===== config.mk =====
export PLATFORM = sky130hd
export DESIGN_NAME = act_scheduler
export DESIGN_NICKNAME = d
export VERILOG_FILES = /design/src/rtl/act_pkg.sv /design/src/rtl/act_scheduler_rr_arbiter.sv /design/src/rtl/act_scheduler.sv
export SDC_FILE = /design/constraint.sdc
export NUM_CORES = 1
export LEC_CHECK = 0
export ABC_AREA = 1
export BUFFER_PORTS_ARGS = -buffer_cell sky130_fd_sc_hd__buf_4
export CORE_MARGIN = 1
export CORE_UTILIZATION = 42
export DETAILED_ROUTE_END_ITERATION = 12
export PLACE_DENSITY = 0.87
export SETUP_SLACK_MARGIN = 0.05
export SLEW_MARGIN = 10
export SYNTH_ARGS = -nofsm -noshare
export SYNTH_HDL_FRONTEND = slang
export SYNTH_HIERARCHICAL = 1
export SYNTH_SLANG_ARGS = --single-unit

===== constraint.sdc =====
create_clock -name clk -period 3.03 [get_ports clk]
set_input_delay 0 -clock clk [delete_from_list [all_inputs] [get_ports clk]]
set_output_delay 0 -clock clk [all_outputs]
set_load 0.1 [all_outputs]

===== src/rtl/act_pkg.sv =====
// Shared types and constants for the activation scheduler slice.
package act_pkg;

  typedef enum logic [1:0] {
    ACT_BYPASS = 2'b00,
    ACT_RELU   = 2'b01,
    ACT_TANH   = 2'b10,
    ACT_RSVD   = 2'b11
  } act_func_t;

  typedef enum logic [1:0] {
    IDLE = 2'd0,
    WAIT = 2'd1,
    DONE = 2'd2
  } sched_state_t;

  localparam logic [31:0] FP_ZERO      = 32'h00000000;
  localparam logic [31:0] FP_ONE       = 32'h3F800000;
  localparam logic [31:0] FP_MINUS_ONE = 32'hBF800000;

  // The reserved code is served as a bypass so the shared unit never sees it.
  function automatic logic [1:0] remap_func(input logic [1:0] f);
    if (f == 2'(ACT_RSVD)) return 2'(ACT_BYPASS);
    return f;
  endfunction

endpackage


===== src/rtl/act_scheduler_rr_arbiter.sv =====
// Combinational round-robin arbiter: first valid requester at or above the pointer, wrapping.
module rr_arbiter #(
  parameter int NUM_REQ = 4,
  parameter int IDX_W   = $clog2(NUM_REQ)
) (
  input  logic [NUM_REQ-1:0] valid_i,
  input  logic [IDX_W-1:0]   rr_ptr_i,
  output logic [NUM_REQ-1:0] grant_o,
  output logic [IDX_W-1:0]   grant_idx_o,
  output logic               any_valid_o
);

  logic [IDX_W:0]   sum;
  logic [IDX_W-1:0] idx;

  always_comb begin
    grant_o     = '0;
    grant_idx_o = '0;
    any_valid_o = 1'b0;
    sum         = '0;
    idx         = '0;
    for (int off = 0; off < NUM_REQ; off++) begin
      sum = {1'b0, rr_ptr_i} + (IDX_W+1)'(off);
      if (sum >= (IDX_W+1)'(NUM_REQ)) sum = sum - (IDX_W+1)'(NUM_REQ);
      idx = sum[IDX_W-1:0];
      if (!any_valid_o && valid_i[idx]) begin
        any_valid_o  = 1'b1;
        grant_o[idx] = 1'b1;
        grant_idx_o  = idx;
      end
    end
  end

endmodule


===== src/rtl/act_scheduler.sv =====
// Time-shares one combinational activation unit between NUM_REQ requesters,
// holding its inputs for LATENCY cycles so the unit can be a multicycle path.
module act_scheduler #(
  parameter int NUM_REQ = 4,
  parameter int DATA_W  = 32,
  parameter int LATENCY = 3
) (
  input  logic                         clk,
  input  logic                         rst_n,
  input  logic [NUM_REQ-1:0]           req_valid,
  output logic [NUM_REQ-1:0]           req_ready,
  input  logic [NUM_REQ*DATA_W-1:0]    req_data,
  input  logic [NUM_REQ*2-1:0]         req_func,
  output logic [DATA_W-1:0]            act_operand,
  output logic [1:0]                   act_func,
  input  logic [DATA_W-1:0]            act_result,
  output logic                         rsp_valid,
  input  logic                         rsp_ready,
  output logic [DATA_W-1:0]            rsp_data,
  output logic [$clog2(NUM_REQ)-1:0]   rsp_id,
  output logic                         busy
);
  import act_pkg::*;

  localparam int IDX_W = $clog2(NUM_REQ);
  localparam int CNT_W = ($clog2(LATENCY+1) < 1) ? 1 : $clog2(LATENCY+1);

  sched_state_t      state_q, state_d;
  logic [IDX_W-1:0]  rr_ptr_q, rr_ptr_d;
  logic [IDX_W-1:0]  rsp_id_q, rsp_id_d;
  logic [CNT_W-1:0]  cnt_q, cnt_d;
  logic [DATA_W-1:0] operand_q, operand_d;
  logic [DATA_W-1:0] rsp_data_q, rsp_data_d;
  logic [1:0]        func_q, func_d;

  logic [NUM_REQ-1:0] grant;
  logic [IDX_W-1:0]   grant_idx;
  logic               any_valid;
  logic [DATA_W-1:0]  grant_data;
  logic [1:0]         grant_func;

  rr_arbiter #(
    .NUM_REQ(NUM_REQ),
    .IDX_W  (IDX_W)
  ) u_arb (
    .valid_i    (req_valid),
    .rr_ptr_i   (rr_ptr_q),
    .grant_o    (grant),
    .grant_idx_o(grant_idx),
    .any_valid_o(any_valid)
  );

  assign grant_data = req_data[grant_idx*DATA_W +: DATA_W];
  assign grant_func = remap_func(req_func[grant_idx*2 +: 2]);

  // Any grant issued in IDLE is an immediate handshake since ready mirrors valid.
  always_comb begin
    state_d    = state_q;
    rr_ptr_d   = rr_ptr_q;
    rsp_id_d   = rsp_id_q;
    cnt_d      = cnt_q;
    operand_d  = operand_q;
    rsp_data_d = rsp_data_q;
    func_d     = func_q;
    case (state_q)
      IDLE: begin
        if (any_valid) begin
          operand_d = grant_data;
          func_d    = grant_func;
          rsp_id_d  = grant_idx;
          rr_ptr_d  = (grant_idx == IDX_W'(NUM_REQ-1)) ? '0 : grant_idx + 1'b1;
          if (grant_func == 2'(ACT_BYPASS)) begin
            rsp_data_d = grant_data;
            state_d    = DONE;
          end else begin
            cnt_d   = CNT_W'(LATENCY-1);
            state_d = WAIT;
          end
        end
      end
      WAIT: begin
        if (cnt_q == '0) begin
          rsp_data_d = act_result;
          state_d    = DONE;
        end else begin
          cnt_d = cnt_q - 1'b1;
        end
      end
      DONE: begin
        if (rsp_ready) state_d = IDLE;
      end
      default: state_d = IDLE;
    endcase
  end

  always_ff @(posedge clk or negedge rst_n) begin
    if (!rst_n) begin
      state_q    <= IDLE;
      rr_ptr_q   <= '0;
      rsp_id_q   <= '0;
      cnt_q      <= '0;
      operand_q  <= '0;
      rsp_data_q <= '0;
      func_q     <= '0;
    end else begin
      state_q    <= state_d;
      rr_ptr_q   <= rr_ptr_d;
      rsp_id_q   <= rsp_id_d;
      cnt_q      <= cnt_d;
      operand_q  <= operand_d;
      rsp_data_q <= rsp_data_d;
      func_q     <= func_d;
    end
  end

  assign req_ready   = (rst_n && state_q == IDLE) ? grant : '0;
  assign act_operand = operand_q;
  assign act_func    = func_q;
  assign rsp_valid   = (state_q == DONE);
  assign rsp_data    = rsp_data_q;
  assign rsp_id      = rsp_id_q;
  assign busy        = (state_q != IDLE);

endmodule


# == After elaboration in Yosys (flattened, before gate mapping) ==
# Index checks and enable logic that the tools add are counted.
# word_totals
ff_bits,74
latch_bits,0
mem_bits_rw,0
rom_bits,0
in_bits,175
output_inout_bits,74
word_cells,113
memories,0
# op_classes
addsub,9
mul,0
n_div,0
order_cmp,12
eq_ne,10
shift,2
muxes,50
bitwise,3
n_reduce_logical,20
# ops
op,n
128-bit by 8-bit indexed part select with 32-bit output,1
32-bit 2-to-1 mux,3
32-bit case mux with 2 select lines,1
2-bit 2-to-1 mux,18
4-bit 2-to-1 mux,5
1-bit 2-to-1 mux,13
"2-bit by 3-bit less-than comparator with 1-bit output, second input constant",4
4-bit OR,3
"2-bit inequality test, second input constant",5
"2-bit by 1-bit subtractor with 2-bit output, second input constant",5
"3-bit >= comparator, second input constant",3
1-bit binary-select mux with 2-bit select,4
1-bit demux with 2-bit select,4
"2-bit by 1-bit >= comparator with 1-bit output, second input constant",4
1-bit logical AND,8
4-bit AND reduction,2
8-bit by 4-bit indexed part select with 2-bit output,1
"2-bit by 2-bit adder with 3-bit output, second input constant",2
"2-bit == test, second input constant",3
2-bit zero test,3
2-bit case mux with 3 select lines,1
2-bit case mux with 2 select lines,1
2-bit nonzero test,2
"2-bit by 1-bit adder with 3-bit output, second input constant",1
7 further kinds,9

# == Longest topological paths before layout ==
# logic_depth
depth_word,22
depth_mapped,26
ltp_nobuf,20

# == By module ==
# The synthesis kept the hierarchy.
# by_module_without_submodules
module,n_inst,cells_each,area_each_um2,seq_area_each_um2
act_scheduler,1,671,4355.4,1851.8
rr_arbiter,1,74,440.4,0.0

# == Worst setup path before layout ==
# Ideal clock, no wire load.
# synth_timing
path_type,register to register
startpoint,register rr_ptr_q[0]
endpoint,"register rsp_data_q[10], in the netlist rsp_data[10]"
setup_time_ns,0.120
arrival_time_ns,3.191
required_ns,2.910
slack_ns,-0.280
stages_incl_launch_ff,25
n_path_buf,5
period_less_slack_ns,3.310
path_cell_list,dfrtp_1 -> inv_2 -> ha_1 -> inv_1 -> nand3_1 -> nand2_1 -> nor2_1 -> a21oi_1 -> nand3_1 -> buf_2 -> inv_2 -> buf_4 -> buf_6 -> nand2_1 -> nand3_1 -> nand2_1 -> inv_1 -> ha_1 -> nand2_1 -> nand2_1 -> nand3_1 -> buf_4 -> buf_2 -> nand2_1 -> nand2_1
# synth_via
elab_chain_len,21
# synth_rtl
item,line,text
from (decl),act_scheduler.sv:29,"logic [IDX_W-1:0] rr_ptr_q, rr_ptr_d;"
from (signal assigned),act_scheduler.sv:107,rr_ptr_q <= rr_ptr_d;
"parallel branches: the longest is 13 deep, another holds 2-bit by 1-bit adder with 3-bit output",--,
2-bit 2-to-1 mux *,act_scheduler_rr_arbiter.sv:26,if (!any_valid_o && valid_i[idx]) begin
net grant_idx[0],act_scheduler.sv:37,logic [IDX_W-1:0] grant_idx;
8-bit by 4-bit indexed part select with 2-bit output,act_scheduler.sv:54,assign grant_func = remap_func(req_func[grant_idx*2 +: 2]);
2-bit == test,act_pkg.sv:23,if (f == 2'(ACT_RSVD)) return 2'(ACT_BYPASS);
1-bit 2-to-1 mux,act_pkg.sv:23,
2-bit 2-to-1 mux,act_pkg.sv:24,return f;
2-bit zero test,act_scheduler.sv:72,if (grant_func == 2'(ACT_BYPASS)) begin
2-bit inequality test (no source line),--,
4-bit AND reduction (no source line),--,
to (signal assigned),act_scheduler.sv:111,rsp_data_q <= rsp_data_d;
to (decl),act_scheduler.sv:33,"logic [DATA_W-1:0] rsp_data_q, rsp_data_d;"
# Mark *: on every way through the listed nets, which the timed path passes. The select of a mux whose other input is x is not followed.
# A chain may end at the register's enable or synchronous reset.

# == Worst setup path in the final report ==
# layout_timing
startpoint,register rr_ptr_q[0]
endpoint,"register rsp_data_q[6], in the netlist rsp_data[6]"
# The elaborated chain is that of the path after synthesis.

==> results.toml <==
[run_status]
status = "complete, no violations"

[placed_design]
dp_hpwl_um = 11800
dpl.cell_count = 1103
routabilityCongestion = 0.901
io_buffers = 248

[clocking]
insertion_delay_ps = 320
htree_num_levels = 3
cts_tree = "built"
clockRootBuffer = "clkbuf_16"
clockBufferDepth = 2
cts_buffers = 9
clock-sinks = 74
clk_pin_slew_worst_paths_ps = 60

[synthesis]
synth_seq_area_share = 0.386
avgSynthCellArea_sq_um = 6.44
syn_inst = 745
syn-num-nets = 929
yosysWarningCount = 6
syn_area_sq_um = 4800
synth.area.top_cells = "dfrtp_1 39%, nand2_1 29%, nand3_1 8.8%"
yosysUniqueCellTypes = 23
yosys.area.top_type = "dfrtp_1"
netlist.area_leader.share = 0.386
synth_seq_cells = 74

[floorplan]
dieArea_sq_um = 11900
row_count = 38
pin_count = 249
core_sq_um = 11000
dieWidth_um = 109
fp.dieH_um = 109
initial_core_util = 0.437

[timing]
tightest_slew_ps = 852
post-route-period-util = 0.987
fmax_mhz = 335
maxSlewHeadroom = 0.432
hold_violations = 0
slew_violations = 0
period_needed_ps = 2990
setup_violations = 0
hold-worst-slack_ps = 5.34
fin_skew_ps = 10.3

[min_path]
min_path_type = "in2reg"
min_from = "act_result[9]"

[worst_setup_path]
crit_slowest_cell = "dfrtp_2"
cp_max_fo = 9
crit_end = "rsp_data[6]"
end_kind = "flop"
r2r_start = "rr_ptr_q[0]"
slowest_delay_ps = 390
reg2reg_depth = 22
reg2reg_slack_ps = 40
rr_endpoint = "rsp_data[6]"
critical_path.startpoint = "rr_ptr_q[0]"
startpoint_type = "flop"
path_depth = 22
critical-path-top-delay-family = "simple AND/OR/NAND/NOR gates"
cpMostUsedCell = "nand2_1"
worstPathRequired_ps = 3280
cp.arrival_ps = 3240
worstSetupPathType = "reg2reg"
crit_buf_inv = 6
cp_cell_sequence = "clkinv_4 -> ha_4 -> inv_2 -> nand2_1 -> nand2_2 -> nor2_4 -> nand4_1 -> nand3_4 -> inv_4 -> nand2_1 -> nand3_1 -> nand2_2 -> inv_2 -> ha_4 -> nand2_1 -> nand2_2 -> nand3_4 -> buf_12 -> clkbuf_16 -> nor2_1 -> nand2_1 -> nand2_1"

[drt]
drtIter0Drc = 483
viasPerCell = 5.11
antenna_left = 0
wl_um = 17200
wl_per_cell_um = 15.0
drc = 0
firstDrtPassIters = 5
vias = 5842

[global_routing]
grt_overflow = 0
grt_pass1_wl_um = 24400
antenna_found_initial = 0
first_global_vias = 5134
track_usage = 0.266
grt_max_degree = 67

[final_layout]
layout_common_cells = "360 x nand2_1, 268 x buf_4, 81 x nand3_1"
drive_gt1_frac = 0.347
fin_nets = 1182
insertedDiodeCount = 0
final_common_cell = "nand2_1"
fin_cells = 1143
syn_to_final_growth_pct = 56.7

[run]
cap_violations = 0
-- worst min-delay path, delay by kind of cell --
| kind | cells | cell delay [ps] |
|---|---|---|
| simple gates | 4 | 220 |
| buf+inv | 1 | 80 |
-- what timing repair did --
action,CTS,global route
pin swaps,0,9
buffers inserted,0,9
cloned,0,7
resized for setup,1,37
endpoints found under the setup margin,2,35
endpoints found under the hold margin,15,0
hold buffers,8,0
-- routing by layer --
layer,share of wire,track usage,up-vias
li1,-,-,2849
met2,0.50,0.469,297
met4,0.026,0.0859,0
met5,0,0,-
met3,0.076,0.0556,37
met1,0.40,0.321,2659
-- worst min-delay path by stage --
| stage | endpoint | cells after the start |
|---|---|---|
| after floorplan | act_func[0] | 0 |
| after global placement | act_operand[14] | 1 |
| after detailed placement | act_operand[15] | 1 |
| after CTS | rsp_data[22] | 5 |
| after global routing | rsp_data[2] | 5 |
| final | rsp_data[9] | 5 |
-- kinds of logic after synthesis --
family                     synth area share
DFF                                   0.386
adders and majority gates            0.0235
and+or+nand+nor                       0.460
buffers and inverters                0.0746
AOI/OAI and AO/OA                    0.0553
-- cell type report --
type / count / area, sq um
Clock buffer: 10 / 229
Clock inverter: 6 / 88.8
Fill cell: 960 / 3470
Inverter: 26 / 110
Multi-Input combinational cell: 600 / 2740
Sequential cell: 74 / 1850
Tap cell: 140 / 175
Timing Repair Buffer: 287 / 2320
-- cell usage after synthesis, drive strengths merged --
library cell	instances
nor2	73
nand2	375
buf	41
a21oi	7
o21ai	37
ha	9
clkbuf	4
a21boi	4
nand4	7
o31ai	2
nand3	86
inv	26
dfrtp	74
-- flip-flops by register name (all words and copies together) (netlist names) --
name	count
act_operand	32
rsp_data	32
act_func	2
cnt_q	2
rr_ptr_q	2
rsp_id	2
state_q	2
-- stage by stage --
step           TNS [ps]  setup slack (ps)   util  instance area (sq um)
3_3_place_gp          0               151  0.616                   6760
3_5_place_dp          0              27.0  0.616                   6760
4_1_cts               0              69.1  0.653                   7170
5_1_grt           -1820             -78.7  0.684                   7510
2_1_floorplan      -250             -13.6      -                   4840
6_report              0              40.6  0.684                   7510
Power is left out: the tool's default activity adds up to more than one toggle a clock period on the data nets, which glitch-free logic cannot reach.
